<file path="src/rtl/adv7180_i2c_slave_if.sv">
// adv7180_i2c_slave_if: two-wire bus lines, write-strobe report and register-file peek
// port shared by the ADV7180 target model and whoever drives the bus.
interface adv7180_i2c_slave_if #(
    parameter int unsigned REG_AW = 8
);
    logic              scl_i;
    logic              sda_i;
    logic              sda_oe;
    logic              wr_stb;
    logic [REG_AW-1:0] wr_addr;
    logic [7:0]        wr_data;
    logic [REG_AW-1:0] dbg_addr;
    logic [7:0]        dbg_data;
    logic              busy;

    modport master (
        output scl_i, sda_i, dbg_addr,
        input  sda_oe, wr_stb, wr_addr, wr_data, dbg_data, busy
    );

    modport slave (
        input  scl_i, sda_i, dbg_addr,
        output sda_oe, wr_stb, wr_addr, wr_data, dbg_data, busy
    );
endinterface

</file>
<file path="src/rtl/adv7180_i2c_slave.sv">
// adv7180_i2c_slave: I2C target modelling the ADV7180 register file with write strobes.
// Define ADV7180_I2C_SLAVE_READ_EN to build read (R/W=1) transfer support.
module adv7180_i2c_slave #(
    parameter logic [6:0]  DEV_ADDR = 7'h20,
    parameter int unsigned REG_AW   = 8
) (
    input logic                i_clk,
    input logic                i_rst_n,
    adv7180_i2c_slave_if.slave bus
);
    localparam int unsigned Depth = 1 << REG_AW;

    typedef enum logic [3:0] {
        StIdle, StAddr, StAckA, StSub, StAckS, StWdata, StAckW, StIgnore
`ifdef ADV7180_I2C_SLAVE_READ_EN
        , StRdata, StMack
`endif
    } state_t;

    logic [1:0]        r_scl_sync, r_sda_sync;
    logic              r_scl_hist, r_sda_hist;
    logic              r_scl_rise, r_scl_fall, r_start, r_stop, r_sda_s;
    state_t            r_state;
    logic [3:0]        r_bit_cnt;
    logic [7:0]        r_shift;
    logic [REG_AW-1:0] r_ptr;
    logic              r_ack_on;
    logic              r_sda_oe, r_wr_stb, r_busy;
    logic [REG_AW-1:0] r_wr_addr;
    logic [7:0]        r_wr_data;
    logic [7:0]        r_rf [Depth];
`ifdef ADV7180_I2C_SLAVE_READ_EN
    logic              r_rw, r_load;
    logic [7:0]        r_tx;
`endif

    logic [7:0] w_byte;
    logic       w_last;
    logic       w_addr_ok;

    assign w_byte = {r_shift[6:0], r_sda_s};
    assign w_last = (r_bit_cnt == 4'd7);
`ifdef ADV7180_I2C_SLAVE_READ_EN
    assign w_addr_ok = (w_byte[7:1] == DEV_ADDR);
`else
    assign w_addr_ok = (w_byte[7:1] == DEV_ADDR) && !w_byte[0];
`endif

    // Idle-high reset on the synchronizers keeps a reset release from looking like an edge.
    always_ff @(posedge i_clk or negedge i_rst_n) begin
        if (!i_rst_n) begin
            r_scl_sync <= 2'b11;
            r_sda_sync <= 2'b11;
            r_scl_hist <= 1'b1;
            r_sda_hist <= 1'b1;
            r_scl_rise <= 1'b0;
            r_scl_fall <= 1'b0;
            r_start    <= 1'b0;
            r_stop     <= 1'b0;
            r_sda_s    <= 1'b1;
        end else begin
            r_scl_sync <= {r_scl_sync[0], bus.scl_i};
            r_sda_sync <= {r_sda_sync[0], bus.sda_i};
            r_scl_hist <= r_scl_sync[1];
            r_sda_hist <= r_sda_sync[1];
            r_scl_rise <= r_scl_sync[1] & ~r_scl_hist;
            r_scl_fall <= ~r_scl_sync[1] & r_scl_hist;
            r_start    <= r_scl_sync[1] & r_scl_hist & r_sda_hist & ~r_sda_sync[1];
            r_stop     <= r_scl_sync[1] & r_scl_hist & ~r_sda_hist & r_sda_sync[1];
            r_sda_s    <= r_sda_sync[1];
        end
    end

    always_ff @(posedge i_clk or negedge i_rst_n) begin
        if (!i_rst_n) begin
            r_state   <= StIdle;
            r_bit_cnt <= 4'd0;
            r_shift   <= 8'h00;
            r_ptr     <= '0;
            r_ack_on  <= 1'b0;
            r_sda_oe  <= 1'b0;
            r_wr_stb  <= 1'b0;
            r_wr_addr <= '0;
            r_wr_data <= 8'h00;
            r_busy    <= 1'b0;
            for (int unsigned i = 0; i < Depth; i++) r_rf[i] <= 8'h00;
`ifdef ADV7180_I2C_SLAVE_READ_EN
            r_rw      <= 1'b0;
            r_load    <= 1'b0;
            r_tx      <= 8'h00;
`endif
        end else begin
            r_wr_stb <= 1'b0;
            if (r_stop) begin
                r_state  <= StIdle;
                r_sda_oe <= 1'b0;
                r_busy   <= 1'b0;
                r_ack_on <= 1'b0;
            end else if (r_start) begin
                r_state   <= StAddr;
                r_bit_cnt <= 4'd0;
                r_sda_oe  <= 1'b0;
                r_busy    <= 1'b1;
                r_ack_on  <= 1'b0;
            end else begin
                case (r_state)
                    StAddr: if (r_scl_rise) begin
                        r_shift   <= w_byte;
                        r_bit_cnt <= r_bit_cnt + 4'd1;
                        if (w_last) begin
                            r_state <= w_addr_ok ? StAckA : StIgnore;
`ifdef ADV7180_I2C_SLAVE_READ_EN
                            r_rw    <= w_byte[0];
`endif
                        end
                    end
                    StSub: if (r_scl_rise) begin
                        r_shift   <= w_byte;
                        r_bit_cnt <= r_bit_cnt + 4'd1;
                        if (w_last) begin
                            r_ptr   <= REG_AW'(w_byte);
                            r_state <= StAckS;
                        end
                    end
                    StWdata: if (r_scl_rise) begin
                        r_shift   <= w_byte;
                        r_bit_cnt <= r_bit_cnt + 4'd1;
                        if (w_last) begin
                            r_rf[r_ptr] <= w_byte;
                            r_wr_stb    <= 1'b1;
                            r_wr_addr   <= r_ptr;
                            r_wr_data   <= w_byte;
                            r_ptr       <= r_ptr + REG_AW'(1);
                            r_state     <= StAckW;
                        end
                    end
                    // ACK slot: pull low on the first fall, release on the second.
                    StAckA, StAckS, StAckW: if (r_scl_fall) begin
                        if (!r_ack_on) begin
                            r_sda_oe <= 1'b1;
                            r_ack_on <= 1'b1;
                        end else begin
                            r_ack_on  <= 1'b0;
                            r_sda_oe  <= 1'b0;
                            r_bit_cnt <= 4'd0;
                            r_state   <= (r_state == StAckA) ? StSub : StWdata;
`ifdef ADV7180_I2C_SLAVE_READ_EN
                            if (r_state == StAckA && r_rw) begin
                                r_state  <= StRdata;
                                r_sda_oe <= ~r_rf[r_ptr][7];
                                r_tx     <= {r_rf[r_ptr][6:0], 1'b0};
                                r_load   <= 1'b0;
                            end
`endif
                        end
                    end
`ifdef ADV7180_I2C_SLAVE_READ_EN
                    StRdata: begin
                        if (r_scl_rise) begin
                            r_bit_cnt <= r_bit_cnt + 4'd1;
                        end else if (r_scl_fall) begin
                            if (r_load) begin
                                r_sda_oe <= ~r_rf[r_ptr][7];
                                r_tx     <= {r_rf[r_ptr][6:0], 1'b0};
                                r_load   <= 1'b0;
                            end else if (r_bit_cnt == 4'd8) begin
                                r_sda_oe <= 1'b0;
                                r_state  <= StMack;
                            end else begin
                                r_sda_oe <= ~r_tx[7];
                                r_tx     <= {r_tx[6:0], 1'b0};
                            end
                        end
                    end
                    StMack: if (r_scl_rise) begin
                        if (!r_sda_s) begin
                            r_ptr     <= r_ptr + REG_AW'(1);
                            r_bit_cnt <= 4'd0;
                            r_load    <= 1'b1;
                            r_state   <= StRdata;
                        end else begin
                            r_state <= StIgnore;
                        end
                    end
`endif
                    StIdle, StIgnore: ;
                    default: r_state <= StIdle;
                endcase
            end
        end
    end

    assign bus.sda_oe   = r_sda_oe;
    assign bus.wr_stb   = r_wr_stb;
    assign bus.wr_addr  = r_wr_addr;
    assign bus.wr_data  = r_wr_data;
    assign bus.busy     = r_busy;
    assign bus.dbg_data = r_rf[bus.dbg_addr];
endmodule
</file>
<file path="src/flat_wrapper.sv">
// flat-port wrapper written by rule: the top's interface ports become plain ports
module adv7180_i2c_slave_flat 
#(
    parameter logic [6:0]  DEV_ADDR = 7'h20,
    parameter int unsigned REG_AW   = 8
)
  (i_clk, i_rst_n, bus_scl_i, bus_sda_i, bus_dbg_addr, bus_sda_oe, bus_wr_stb, bus_wr_addr, bus_wr_data, bus_dbg_data, bus_busy);
  adv7180_i2c_slave_if #(.REG_AW(REG_AW)) bus_i ();
  input logic i_clk;
  input logic i_rst_n;
  input wire logic [$bits(bus_i.scl_i)-1:0] bus_scl_i;
  input wire logic [$bits(bus_i.sda_i)-1:0] bus_sda_i;
  input wire logic [$bits(bus_i.dbg_addr)-1:0] bus_dbg_addr;
  output wire logic [$bits(bus_i.sda_oe)-1:0] bus_sda_oe;
  output wire logic [$bits(bus_i.wr_stb)-1:0] bus_wr_stb;
  output wire logic [$bits(bus_i.wr_addr)-1:0] bus_wr_addr;
  output wire logic [$bits(bus_i.wr_data)-1:0] bus_wr_data;
  output wire logic [$bits(bus_i.dbg_data)-1:0] bus_dbg_data;
  output wire logic [$bits(bus_i.busy)-1:0] bus_busy;
  assign bus_i.scl_i = bus_scl_i;
  assign bus_i.sda_i = bus_sda_i;
  assign bus_i.dbg_addr = bus_dbg_addr;
  assign bus_sda_oe = bus_i.sda_oe;
  assign bus_wr_stb = bus_i.wr_stb;
  assign bus_wr_addr = bus_i.wr_addr;
  assign bus_wr_data = bus_i.wr_data;
  assign bus_dbg_data = bus_i.dbg_data;
  assign bus_busy = bus_i.busy;
  adv7180_i2c_slave #(.DEV_ADDR(DEV_ADDR), .REG_AW(REG_AW)) u_core (.i_clk(i_clk), .i_rst_n(i_rst_n), .bus(bus_i));
endmodule
</file>
<file path="config.mk">
export PLATFORM = sky130hd
export DESIGN_NAME = adv7180_i2c_slave_flat
export DESIGN_NICKNAME = d
export VERILOG_FILES = /design/src/rtl/adv7180_i2c_slave_if.sv /design/src/rtl/adv7180_i2c_slave.sv /design/src/flat_wrapper.sv
export SDC_FILE = /design/constraint.sdc
export NUM_CORES = 2
export LEC_CHECK = 0
export CELL_PAD_IN_SITES_DETAIL_PLACEMENT = 1
export CELL_PAD_IN_SITES_GLOBAL_PLACEMENT = 1
export CORE_ASPECT_RATIO = 0.7
export CORE_MARGIN = 5
export CORE_UTILIZATION = 55
export DETAILED_ROUTE_END_ITERATION = 16
export DONT_BUFFER_PORTS = 1
export PLACE_DENSITY = 0.9
export SLEW_MARGIN = 10
export SYNTH_ARGS = -nofsm -noshare
export SYNTH_HDL_FRONTEND = slang
export SYNTH_SLANG_ARGS = --single-unit
</file>
<file path="constraint.sdc">
create_clock -name i_clk -period 2.8 [get_ports i_clk]
set_input_delay 0.28 -clock i_clk [delete_from_list [all_inputs] [get_ports i_clk]]
set_output_delay 0.28 -clock i_clk [all_outputs]
set_load 0.05 [all_outputs]
</file>
==> results.py <==
metrics = {
    "status": {
        "status": "complete, but fails checks",
        "violations": "hold timing, slew limit, setup timing",
    },
    "worst_setup_path": {
        "startpoint_type": "primary input",
        "arrival_ps": 5000,
        "worstPathRequired_ps": 2520,
        "r2r-start": "u_core.r_ptr[4]",
        "reg2reg_slack_ps": -220,
        "cp_max_fo": 532,
        "criticalPathCategory": "primary input to output pin",
        "rr_worst_depth": 4,
        "worstSetupEndpointType": "output pin",
        "r2r_end": "u_core.r_rf[777]",
    },
    "grt": {
        "grt_use_total": 0.389,
        "use_met3": 0.128,
        "grt_pass1_vias": 71500,
        "grt_max_degree": 533,
        "grt.busiest_layer": "met2",
        "grt_antenna_before_repair": 17,
        "grt_first_pass_wirelength_um": 533000,
        "grt_use_met2": 0.609,
        "grt_overflow": 0,
        "global_route.usage.met1": 0.477,
    },
    "synthesis": {
        "syn_nets": 6324,
        "netlist_area_mm2": 0.0975,
        "synth.distinct_cells": 66,
        "synth.area.top_cells": "dfrtp_1 54%, mux2_2 20%, mux4_2 10%",
        "syn_avg_cell_area_um2": 15.5,
        "synth_async_sr_flop_share": 1.00,
        "yosysWarningCount": 0,
        "synth_top_family_by_area": "multiplexers",
        "synth-simple-area-share": 0.0421,
        "synthFlopType": "dfrtp_1",
        "synth_top_area_share": 0.537,
        "synthXorXnorAreaFrac": 0.000180,
        "ys_seq_elements": 2099,
        "synth-compound-area-share": 0.0332,
        "synthMuxAreaShare": 0.361,
        "synthAdderAreaFrac": 0.000642,
        "synth-edff-count": 0,
        "ys_seq_area_frac": 0.539,
        "synthCells": 6307,
        "yosysTopAreaCell": "dfrtp_1",
    },
    "sta": {
        "hold_viol": 243,
        "fmax_mhz": 190,
        "relSlewSlack": -0.806,
        "rsz0062_at_grt": "yes",
        "setup_ws_ps": -2480,
        "skew_ps": 89.2,
        "final-setup-viol-count": 445,
        "post-route-min-period_ps": 5280,
        "finalCritPeriodShare": 1.88,
        "worst_pin_slew_ps": 2710,
        "slew_violations": 416,
        "hold_slack_ps": -889,
    },
    "power_and_ir_drop": {
        "irDropWorstVdd_v": 0.000707,
        "power_density_mw_per_mm2": 608,
        "p_leak_nw": 53.3,
    },
    "route": {
        "ant_nets": 0,
        "vias": 68400,
        "drt_iter0_markers": 9347,
        "routed_via_density": 7.60,
        "wire_per_inst_um": 43.8,
        "firstDrtPassIters": 8,
        "drt-total-wl_um": 394000,
        "drcViolationCount": 0,
    },
    "die": {
        "pin_count": 39,
        "die_w_um": 513,
        "initial_core_util": 0.553,
        "fp.coreArea_mm2": 0.176,
        "dieArea_mm2": 0.186,
        "core.rowCount": 129,
        "die_y_um": 362,
    },
    "clock_network": {
        "cts.clk_slew.worst_paths_ps": 70,
        "h-tree-depth": 4,
        "cts_tree": "done",
        "clkSinkCount": 2099,
        "clock_path_buffers": 3,
        "numCtsBuffers": 194,
        "clock_tree.root_cell": "clkbuf_16",
        "hold_buffers": 4,
        "insertion_delay_ps": 950,
    },
    "final_layout": {
        "area_growth_pct": 14.7,
        "drive_gt1_frac": 0.531,
        "layout.nets": 6485,
    },
    "placed_design": {
        "place_ws_ps": -1260,
        "io_buffer_count": 0,
        "gp_congestion": 0.880,
        "hpwl_um": 195000,
    },
    "worst_hold_path": {
        "min_path_type": "primary input to asynchronous set/reset pin",
    },
    "run": {
        "maxCapViolCount": 0,
    },
}
where the power goes:
part           total, mW  internal (mW)  switching, mW
clock network       29.7           15.8           13.9
registers           31.2           30.4          0.759
logic               7.18           1.47           5.71
flip-flops by register name, indices dropped and copies added (netlist names), 2 cells and up:
register            count
u_core.r_bit_cnt        4
u_core.bus.wr_data      8
u_core.r_state          3
u_core.r_scl_sync       2
u_core.r_shift          7
u_core.r_rf          2048
u_core.bus.wr_addr      8
u_core.r_ptr            8
u_core.r_sda_sync       2
synth_stat cells, drive strengths merged, types with 39 or more instances:
cell,instances
buf,171
dfrtp,2093
mux2i,123
nand2,240
mux2,2053
nor2,172
clkbuf,333
o21ai,46
mux4,444
a22oi,177
o22ai,39
a21oi,143
what timing repair did:
action                      CTS  global route
hold endpoints to repair    432           242
pin swaps                    36            30
gates resized for setup     102            65
setup endpoints to repair  1715          2098
gates cloned                  1            12
setup buffers                19            38
layer usage:
layer  share of wire  vias to the layer above
li1                -                    23800
met1            0.34                    36300
met2            0.45                     6028
met3            0.12                     2350
met4           0.088                       12
met5         0.00042                        -
logic make-up (layout without fill, tap and decap cells):
family	Yosys count	count (layout)
other	0	10
AO/OA/AOI/OAI	487	487
AND/OR/NAND/NOR	579	579
multiplexers	2620	2620
flip-flops	2099	2099
buffers and inverters	515	836
adder cells (fa/ha/maj)	5	5
XOR/XNOR	2	2
placed cells by master, fill, tap and decap left out, drive strengths merged, types with 14 or more instances in the layout:
master,count
dfrtp,2093
mux2,2053
buf,453
mux4,444
clkbuf,301
nand2,240
a22oi,177
nor2,172
a21oi,143
mux2i,123
o21ai,46
clkinv,46
o22ai,39
nor4,36
o221ai,34
nor3,19
bufinv,15
nand3,15
and3,14
worst max path at each step:
stage	startpoint	end	depth (start not counted)
2_1_floorplan	bus_dbg_addr[0]	bus_dbg_data[4]	8
3_3_place_gp	bus_dbg_addr[0]	bus_dbg_data[7]	7
3_5_place_dp	i_rst_n	u_core.r_rf[204]	5
4_1_cts	u_core.r_rf[620]	bus_dbg_data[4]	7
5_1_grt	bus_dbg_addr[0]	bus_dbg_data[7]	8
6_report	bus_dbg_addr[0]	bus_dbg_data[7]	8
cell type report:
class	count	area, um^2
Antenna cell	10	25.0
Sequential cell	2099	52600
Inverter	11	45.0
Clock buffer	288	5800
Multi-Input combinational cell	3693	43500
Tap cell	2358	2950
Timing Repair Buffer	469	6020
Clock inverter	68	906
Fill cell	15000	64600
worst max-delay path, stage by stage:
cell	delay, ps
mux4_2	1340
a22oi_1	390
a21oi_1	180
buf_4	210
nor3_1	450
o21a_1	680
nor4_4	160
buf_12	200
stage by stage:
| step | util | TNS (ps) | total power [mW] | instances | instance area, um^2 |
|---|---|---|---|---|---|
| finish | 0.634 | -36810 | 68.0 | 8996 | 112000 |
| global route | 0.634 | -47360 | 69.1 | 8989 | 112000 |
| CTS | 0.627 | -242780 | 66.5 | 8932 | 111000 |
| detailed placement | 0.585 | -578950 | 37.9 | 8554 | 103000 |
| global placement | 0.584 | -336930 | 37.4 | 8551 | 103000 |
| floorplan | - | 0 | 34.8 | 6307 | 97600 |
No activity file was read; power rests on OpenSTA's default activity.
